**src/rtl/pic_ctrl_seq.sv**
```systemverilog
// pic_ctrl_seq: parametrised 8259A-style interrupt control sequencer.
// Captures requests (edge/level) into IRR, resolves fixed or rotating
// fully-nested priority against ISR, runs the two-pulse INTA handshake
// that drives the vector, and retires ISR bits via specific,
// non-specific or automatic EOI.
// The CPU interrupt output is named cpu_int because `int` is a
// reserved word in SystemVerilog.
module pic_ctrl_seq #(
  parameter int NUM_IRQ = 8,
  parameter int VEC_W   = 8
) (
  input  logic                       clk,
  input  logic                       reset,
  input  logic [NUM_IRQ-1:0]         irq_in,
  input  logic [NUM_IRQ-1:0]         imr,
  input  logic                       ltim,
  input  logic                       aeoi,
  input  logic                       rotate,
  input  logic [VEC_W-1:0]           vec_base,
  input  logic                       inta,
  input  logic                       eoi_valid,
  input  logic                       eoi_specific,
  input  logic [$clog2(NUM_IRQ)-1:0] eoi_level,
  output logic                       cpu_int,
  output logic [VEC_W-1:0]           data_out,
  output logic                       data_oe,
  output logic [NUM_IRQ-1:0]         irr,
  output logic [NUM_IRQ-1:0]         isr,
  output logic                       busy
);

  localparam int IDX_W = $clog2(NUM_IRQ);

  typedef enum logic [1:0] {
    S_IDLE = 2'd0,
    S_PEND = 2'd1,
    S_ACK1 = 2'd2,
    S_ACK2 = 2'd3
  } state_t;

  state_t             r_state;
  state_t             w_state_next;

  logic [NUM_IRQ-1:0] r_irq_q;
  logic [NUM_IRQ-1:0] r_irr;
  logic [NUM_IRQ-1:0] r_isr;
  logic               r_inta_q;
  logic [IDX_W-1:0]   r_lp;
  logic [IDX_W-1:0]   r_win;
  logic               r_spur;
  logic               r_int;
  logic [VEC_W-1:0]   r_data_out;
  logic               r_data_oe;

  // Priority datapath
  logic [NUM_IRQ-1:0] w_req;
  logic [NUM_IRQ-1:0] w_req_rot;
  logic [NUM_IRQ-1:0] w_isr_rot;
  logic [IDX_W-1:0]   w_base;
  logic               w_req_any;
  logic               w_isr_any;
  logic [IDX_W-1:0]   w_req_rank;
  logic [IDX_W-1:0]   w_isr_rank;
  logic               w_cand;
  logic [IDX_W-1:0]   w_cand_idx;
  logic [IDX_W-1:0]   w_isr_top_idx;

  // Handshake / EOI control
  logic               w_inta_rise;
  logic               w_ack;
  logic               w_vec_load;
  logic               w_ack2_done;
  logic               w_eoi_hit;
  logic [IDX_W-1:0]   w_eoi_idx;
  logic               w_aeoi_hit;
  logic [NUM_IRQ-1:0] w_ack_set;
  logic [NUM_IRQ-1:0] w_eoi_clr;
  logic [NUM_IRQ-1:0] w_aeoi_clr;
  logic [NUM_IRQ-1:0] w_irr_next;
  logic [NUM_IRQ-1:0] w_isr_next;
  logic [IDX_W-1:0]   w_lp_next;
  logic               w_int_next;
  logic [VEC_W-1:0]   w_vector;

  assign w_req       = r_irr & ~imr;
  assign w_base      = r_lp + IDX_W'(1);
  assign w_inta_rise = inta & ~r_inta_q;

  // Rotate IRR/ISR so that bit 0 is always the current highest priority;
  // power-of-two channel count makes the index sum wrap for free.
  // The same channel index also decodes the one-hot set/clear masks.
  for (genvar gi = 0; gi < NUM_IRQ; gi++) begin : g_chan
    logic [IDX_W-1:0] w_src;
    assign w_src          = IDX_W'(gi) + w_base;
    assign w_req_rot[gi]  = w_req[w_src];
    assign w_isr_rot[gi]  = r_isr[w_src];
    assign w_ack_set[gi]  = w_ack & w_cand & (w_cand_idx == IDX_W'(gi));
    assign w_eoi_clr[gi]  = w_eoi_hit & (w_eoi_idx == IDX_W'(gi));
    assign w_aeoi_clr[gi] = w_aeoi_hit & (r_win == IDX_W'(gi));
  end

  // Find the highest-priority pending request and in-service rank
  always_comb begin
    w_req_any  = 1'b0;
    w_isr_any  = 1'b0;
    w_req_rank = '0;
    w_isr_rank = '0;
    for (int k = NUM_IRQ - 1; k >= 0; k--) begin
      if (w_req_rot[k]) begin
        w_req_any  = 1'b1;
        w_req_rank = IDX_W'(k);
      end
      if (w_isr_rot[k]) begin
        w_isr_any  = 1'b1;
        w_isr_rank = IDX_W'(k);
      end
    end
  end

  // Fully nested: a request only wins if it outranks everything in service
  assign w_cand        = w_req_any & (~w_isr_any | (w_req_rank < w_isr_rank));
  assign w_cand_idx    = w_req_rank + w_base;
  assign w_isr_top_idx = w_isr_rank + w_base;

  // FSM next-state and handshake strobes
  always_comb begin
    w_state_next = r_state;
    w_ack        = 1'b0;
    w_vec_load   = 1'b0;
    w_ack2_done  = 1'b0;
    case (r_state)
      S_IDLE: begin
        if (w_cand) w_state_next = S_PEND;
      end
      S_PEND: begin
        if (w_inta_rise) begin
          w_ack        = 1'b1;
          w_state_next = S_ACK1;
        end else if (!w_cand) begin
          w_state_next = S_IDLE;
        end
      end
      S_ACK1: begin
        if (w_inta_rise) begin
          w_vec_load   = 1'b1;
          w_state_next = S_ACK2;
        end
      end
      S_ACK2: begin
        if (!inta) begin
          w_ack2_done  = 1'b1;
          w_state_next = S_IDLE;
        end
      end
      default: w_state_next = S_IDLE;
    endcase
  end

  // EOI/AEOI clears, acknowledge set (set wins on the same bit), IRR capture
  always_comb begin
    w_eoi_hit  = eoi_valid & (eoi_specific | w_isr_any);
    w_eoi_idx  = eoi_specific ? eoi_level : w_isr_top_idx;
    w_aeoi_hit = w_ack2_done & aeoi & ~r_spur;
    w_isr_next = (r_isr & ~w_eoi_clr & ~w_aeoi_clr) | w_ack_set;
    if (ltim) begin
      w_irr_next = irq_in & ~w_ack_set;
    end else begin
      w_irr_next = (r_irr & ~w_ack_set) | (irq_in & ~r_irq_q);
    end
    w_lp_next = r_lp;
    if (rotate && w_eoi_hit) begin
      w_lp_next = w_eoi_idx;
    end else if (rotate && w_aeoi_hit) begin
      w_lp_next = r_win;
    end
    w_int_next = w_cand & ~w_ack & ((r_state == S_IDLE) | (r_state == S_PEND));
    // Keep vec_base upper bits, replace the low index bits with the winner
    w_vector   = (vec_base & ~VEC_W'(NUM_IRQ - 1)) | VEC_W'(r_win);
  end

  // FSM state register
  always_ff @(posedge clk) begin
    if (reset) begin
      r_state <= S_IDLE;
    end else begin
      r_state <= w_state_next;
    end
  end

  // Request/service registers, winner latch and vector drive
  always_ff @(posedge clk) begin
    if (reset) begin
      r_irq_q    <= '0;
      r_inta_q   <= 1'b0;
      r_irr      <= '0;
      r_isr      <= '0;
      r_lp       <= IDX_W'(NUM_IRQ - 1);
      r_win      <= '0;
      r_spur     <= 1'b0;
      r_int      <= 1'b0;
      r_data_out <= '0;
      r_data_oe  <= 1'b0;
    end else begin
      r_irq_q  <= irq_in;
      r_inta_q <= inta;
      r_irr    <= w_irr_next;
      r_isr    <= w_isr_next;
      r_lp     <= w_lp_next;
      r_int    <= w_int_next;
      if (w_ack) begin
        r_win  <= w_cand ? w_cand_idx : IDX_W'(NUM_IRQ - 1);
        r_spur <= ~w_cand;
      end
      if (w_vec_load) begin
        r_data_out <= w_vector;
        r_data_oe  <= 1'b1;
      end else if (w_ack2_done) begin
        r_data_out <= '0;
        r_data_oe  <= 1'b0;
      end
    end
  end

  assign cpu_int  = r_int;
  assign data_out = r_data_out;
  assign data_oe  = r_data_oe;
  assign irr      = r_irr;
  assign isr      = r_isr;
  assign busy     = (r_state != S_IDLE);

endmodule

```
**config.mk**
```make
export PLATFORM = sky130hd
export DESIGN_NAME = pic_ctrl_seq
export DESIGN_NICKNAME = d
export VERILOG_FILES = /design/src/rtl/pic_ctrl_seq.sv
export SDC_FILE = /design/constraint.sdc
export NUM_CORES = 1
export LEC_CHECK = 0
export ABC_AREA = 1
export CAP_MARGIN = 40
export CORE_MARGIN = 2
export CORE_UTILIZATION = 48
export CTS_CLUSTER_SIZE = 20
export DETAILED_ROUTE_END_ITERATION = 8
export GPL_ROUTABILITY_DRIVEN = 0
export GPL_TIMING_DRIVEN = 0
export PLACE_DENSITY = 0.79
export SYNTH_ARGS = -nofsm -noshare
export SYNTH_HDL_FRONTEND = slang
export SYNTH_SLANG_ARGS = --single-unit
```
**constraint.sdc**
```tcl
create_clock -name clk -period 3.8 [get_ports clk]
set_clock_uncertainty 0.1 [all_clocks]
set_input_delay 0.76 -clock clk [delete_from_list [all_inputs] [get_ports clk]]
set_output_delay 0.76 -clock clk [all_outputs]
set_load 0.01 [all_outputs]
```
# Word level (Yosys, flattened, before mapping)
# Cells that the tools add are included.
# word_totals
in_bits,35
out_inout_bits,27
ff_bits,44
wordCells,206
# classes
bitwise,54
n_eq_ne,28
n_lt_le_gt_ge,9
n_addsub,10
n_mux,84
n_reduce_logical,10
# ops
cell,n
$mux W3,20
$and A8 B8 Y8,6
$bmux W1 S3,16
$not A8 Y8,5
$mux W1,39
$eq A3 B3 Y1 const B,12
$and A1 B1 Y1,32
$lt A3 B4 Y1 const B,8
$mux W8,3
$eq A3 B2 Y1 const B,6
$or A8 B8 Y8,2
$add A3 B3 Y3 const A,4
$mux W2,5
$eq A3 B1 Y1 const B,3
$logic_not A3 Y1,3
$or A8 B3 Y8,1
$pmux W2 S4,1
$add A2 B3 Y3 const A,2
$add A3 B3 Y3,2
$ne A2 B2 Y1 const B,3
$reduce_bool A2 Y1,3
$not A1 Y1,5
$eq A2 B2 Y1 const B,2
$reduce_and A4 Y1,1
8 further kinds,11

# Depth between registers and ports, before layout
# Gate-level depths: netlist of run 1.
# logic_depth
ltp_word,21
mapped_depth,31
depth_no_buf,29

# Least setup slack after synthesis of run 1
# Ideal clock, no wire load.
# synth_path
path_kind,register to register
from,register r_lp[0]
to,register r_irr[1] (netlist: irr[1])
setup_ns,0.132
t_arrival_ns,3.423
required_ns,3.568
path_buffers,3
synth_period_minus_slack_ns,3.655
path_stages_with_launch,32
path_slack_ns,0.145
cell_sequence,dfxtp_1 > buf_6 > inv_6 > buf_6 > ha_1 > inv_2 > buf_2 > nand2_1 > nand2_2 > nand2_1 > nand2_1 > nand2_1 > nand2_1 > nand2_1 > nand2_1 > nand2_1 > nand2_1 > nand2_1 > inv_1 > ha_1 > inv_1 > fa_1 > xor2_1 > or2_1 > nand2_2 > inv_2 > nor2_1 > nand4_1 > nand2_1 > nand2_1 > nand2_1 > a21oi_1
# synth_between
elab_chain_cells,21
elab_cells_between_ends,85
cone_classes,add/sub (9); order compare (1); eq/ne (1); mux (65); bitwise (9)
# synth_rtl
element,line_no,source
from (decl),48,logic [IDX_W-1:0] r_lp;
from (signal assigned),197,r_lp <= IDX_W'(NUM_IRQ - 1);
from (signal assigned),208,r_lp <= w_lp_next;
$add A3 B1 Y3 (*),86,assign w_base = r_lp + IDX_W'(1);
$add A3 B3 Y3,94,assign w_src = IDX_W'(gi) + w_base;
$bmux W1 S3 (on tied branches),"95, 96",
$mux W1 (on tied branches),"95, 96",
"$mux W3, or another cell as far along (8 in a row)",109,if (w_req_rot[k]) begin
$lt A3 B3 Y1 or $not A1 Y1 (tied branches),121,assign w_cand = w_req_any & (~w_isr_any | (w_req_rank < w_isr_rank));
$or A1 B1 Y1,121,
$and A1 B1 Y1,121,
$and A1 B1 Y1,97,assign w_ack_set[gi] = w_ack & w_cand & (w_cand_idx == IDX_W'(gi));
$and A1 B1 Y1 (*),97,
$not A8 Y8 (*),"166, 168",
$and A8 B8 Y8,168,w_irr_next = (r_irr & ~w_ack_set) | (irq_in & ~r_irq_q);
$or A8 B8 Y8,168,
$mux W8 (*),165,if (ltim) begin
to (signal assigned),206,r_irr <= w_irr_next;
to (decl),45,logic [NUM_IRQ-1:0] r_irr;
# Mark *: on every way between the ends. The rest lies on a longest branch, timed or not. The select of a mux whose other input is x is not followed.
# A chain may end at the register's enable or synchronous reset.

# Worst setup path after layout of run 1
# layout_path
from,input port imr[7]
to,register r_irr[5] (netlist: irr[5])
# layout_between
elab_chain_cells,21
elab_cells_between_ends,46
cone_classes,add/sub (1); order compare (1); eq/ne (1); mux (33); bitwise (10)
# layout_rtl
element,line_no,source
from (decl),15,"input logic [NUM_IRQ-1:0] imr,"
$not A8 Y8 (*),85,assign w_req = r_irr & ~imr;
$and A8 B8 Y8 (*),85,
$bmux W1 S3,95,assign w_req_rot[gi] = w_req[w_src];
$mux W1 (not written as such),95,
$mux W3 (8 in a row),109,
$lt A3 B3 Y1,121,
$or A1 B1 Y1,121,
$and A1 B1 Y1,121,
$and A1 B1 Y1,97,
$and A1 B1 Y1 (*),97,
$not A8 Y8 (*),"166, 168",
$and A8 B8 Y8,168,
$or A8 B8 Y8,168,
$mux W8 (*),165,
# Marks and branches as above.

==> results of run 1 <==
==> flip-flops by register name, indices dropped and copies added (netlist names), named ones only <==
name	count
data_oe	1
data_out	8
r_win	3
r_inta_q	1
isr	8
r_state	1
r_irq_q	8
r_lp	3
r_spur	1
irr	8
cpu_int	1
==> metal layers <==
metal | GRT usage, % | vias to the layer above | routed length [um]
li1 | - | 1853 | -
met1 | 30.7 | 1757 | 3970
met2 | 45.5 | 214 | 5000
met3 | 3.18 | 43 | 722
met4 | 8.66 | 0 | 320
met5 | 0 | - | 0
==> what timing repair did <==
action,CTS,global route
gates resized for setup,8,54
buffers inserted,6,18
hold buffers,0,0
setup endpoints to repair,19,16
pin swaps,4,22
==> power groups by stage <==
stage / logic [W] / registers (W) / clock network [W]
CTS: 0.00106 / 0.000544 / 0.000307
global placement: 0.00100 / 0.000553 / 0
finish: 0.00122 / 0.000549 / 0.000303
detailed placement: 0.00103 / 0.000554 / 0
global route: 0.00135 / 0.000553 / 0.000325
floorplan: 0.000762 / 0.000552 / 0
==> worst max-delay path, stage by stage <==
cell and delay, ps:
clkdlybuf4s50_1 390, inv_1 90, nand3_1 120, nand2_1 120, nand2_1 60, nand2_1 90
o21ai_2 70, nand2_1 60, nand2_1 50, nand2_1 60, nand2_1 60, nand2_1 80
nand2_2 70, inv_2 60, ha_2 160, inv_2 40, fa_2 380, xor2_1 180
or2_1 150, nand2_2 80, buf_4 160, nor2_1 100, nand4_1 180, nand2_1 130
nand2_1 60, nand2_1 50, a21oi_1 60
==> cell type report <==
class / instances / area (um2) / share of cell area, %
Clock buffer: 8 / 90.1 / 2.09
Multi-Input combinational cell: 392 / 2100 / 48.9
Inverter: 71 / 284 / 6.60
Timing Repair Buffer: 80 / 756 / 17.6
Tap cell: 77 / 96.3 / 2.24
Sequential cell: 44 / 882 / 20.5
Buffer: 11 / 91.3 / 2.12
==> worst paths after layout <==
path,from,end,slack (ps),cells past startpoint
setup / recovery,imr[7],irr[5]$_SDFF_PP0_,-8,27
hold / removal,data_oe$_SDFFE_PP0P_,data_oe$_SDFFE_PP0P_,370,2
setup reg to reg,r_lp[0]$_SDFFE_PP1P_,irr[5]$_SDFF_PP0_,30,29
hold reg to reg,data_oe$_SDFFE_PP0P_,data_oe$_SDFFE_PP0P_,370,2
==> cell usage in the layout, fill, tap and decap left out, types with 2 or more instances in the layout <==
master / n
nand2_4: 4
inv_2: 14
a21oi_2: 4
clkbuf_1: 8
nor2_2: 5
a21oi_1: 37
clkinv_1: 2
xor2_1: 3
nor2_1: 38
nand3_1: 64
ha_1: 4
nand4_1: 8
nand2_1: 136
a31oi_2: 2
inv_1: 52
or2_2: 7
dlymetal6s2s_1: 6
buf_6: 3
o21ai_2: 4
o21ai_1: 8
o21ai_0: 13
inv_4: 2
or2_1: 3
nand2_2: 20
clkbuf_8: 6
o211ai_1: 3
clkdlybuf4s50_1: 50
buf_4: 24
nand3_2: 17
dfxtp_1: 43
==> metrics by stage <==
| step | cells | util (%) | TNS (ps) | setup WS (ps) |
|---|---|---|---|---|
| after floorplan | 519 | - | 0 | 145 |
| after global placement | 652 | 60.2 | -2730 | -331 |
| after detailed placement | 652 | 60.2 | -4620 | -475 |
| after CTS | 665 | 62.6 | 0 | 3.58 |
| after global routing | 683 | 67.3 | -1900 | -172 |
| final | 683 | 67.3 | -7.60 | -7.60 |
==> logic make-up after synthesis <==
kind of cell | synth area share, %
compound gates | 12.9
xor+xnor | 0.824
fa+ha+maj | 3.61
buf+inv | 11.2
flops | 27.6
mux | 0.314
simple gates | 43.5
==> metrics.yaml, run 1 <==
total_power_w: 0.00207
drive_gt1_share_pct: 20.3
synth-seq-area-share_pct: 27.6
synth.most_common_cell: "nand2_1"
drv_cap: 0
switching_power_w: 0.000951
dpl-instance-area_um2: 3850
cts_buffers: 5
finalNetCount: 648
grt_util_all_layers_pct: 25.2
cts_tree: "built"
initialDrtViolationCount: 246
cp-end-kind: "flip-flop"
finalSetupViolCount: 1
clock_path_buffers: 2
antenna_found_initial: 0
clkPwrFrac_pct: 14.6
whs_ps: 374
root_buffer: "clkbuf_8"
yosysWarningCount: 0
cellInternalPower_w: 0.00112
routed_wl_mm: 10.0
slew_viol_final: 0
vias_per_cell: 5.66
tightest_slew_ps: 613
fillers: 549
power_leakage_nw: 2.05
ios: 62
area_growth_pct: 34.8
yosysTopAreaCellShare_pct: 27.6
grt_max_degree: 14
overflow: 0
p_comb_share_pct: 58.9
grt_pass1_vias: 3382
worstPathArrival_ps: 3870
postSynthAreaPerCell_um2: 6.15
ant_nets: 0
rows: 29
clock_latency_ps: 300
first_pass_iters: 5
synth_edf_count: 0
path_clk_slew_ps: 80
synth_async_sr_flop_share_pct: 0
status: "complete, but fails checks"
p_sw_share_pct: 45.9
syn-num-nets: 562
worstHoldPathType: "reg -> reg"
grt_pass1_wl_mm: 15.2
ys.flop_type: "dfxtp_1"
start_util_pct: 50.0
synth.cell_area_um2: 3190
fin_crit_ps: 3810
vias: 3867
final.period_utilization_pct: 100
rsz0062_at_grt: "yes"
synth_area_leaders: "dfxtp_1, nand2_1, nand3_1"
hold_viol_final: 0
netlist_instances: 519
ys_ff_latch: 44
start_kind: "input port"
diodes: 0
wl_per_cell_um: 14.7
stdcell_area_um2: 4300
synth_largest_area_cell: "dfxtp_1"
peakVddDrop_mv: 0.313
htree_num_levels: 2
core-area_um2: 6390
layout_setup_ws_ps: -7.60
max_slew_margin_pct: 59.0
post-route-drc-count: 0
required_ps: 3860
p_seq_share_pct: 26.5
io_buffers: 56
violations: "setup timing"
yosysUniqueCellTypes: 36
crit_fanout: 4
cts_sinks: 44
die_width_um: 85.5
critPathKind: "in -> reg"
die_area_um2: 7320
clock.fmax_ghz: 0.263
place_hpwl_mm: 7.11
power_density_nw_per_um2: 482
synth_commonest_cells: "nand2_1, nand3_1, inv_1, dfxtp_1, nor2_1"
die_y_um: 85.5
(Power assumes the default switching activity.)
==> inputs of run 2 (changes only) <==
Settings changed: CTS_CLUSTER_DIAMETER set to 150, HOLD_SLACK_MARGIN set to 0.06.
==> results of run 2 <==
Final layout, timing and power as in run 1 (identical DEF).
==> inputs of run 3 (changes only) <==
Settings changed: CAP_MARGIN 40 to 20.
==> results of run 3 <==
Final layout, timing and power as in run 1 (identical DEF).
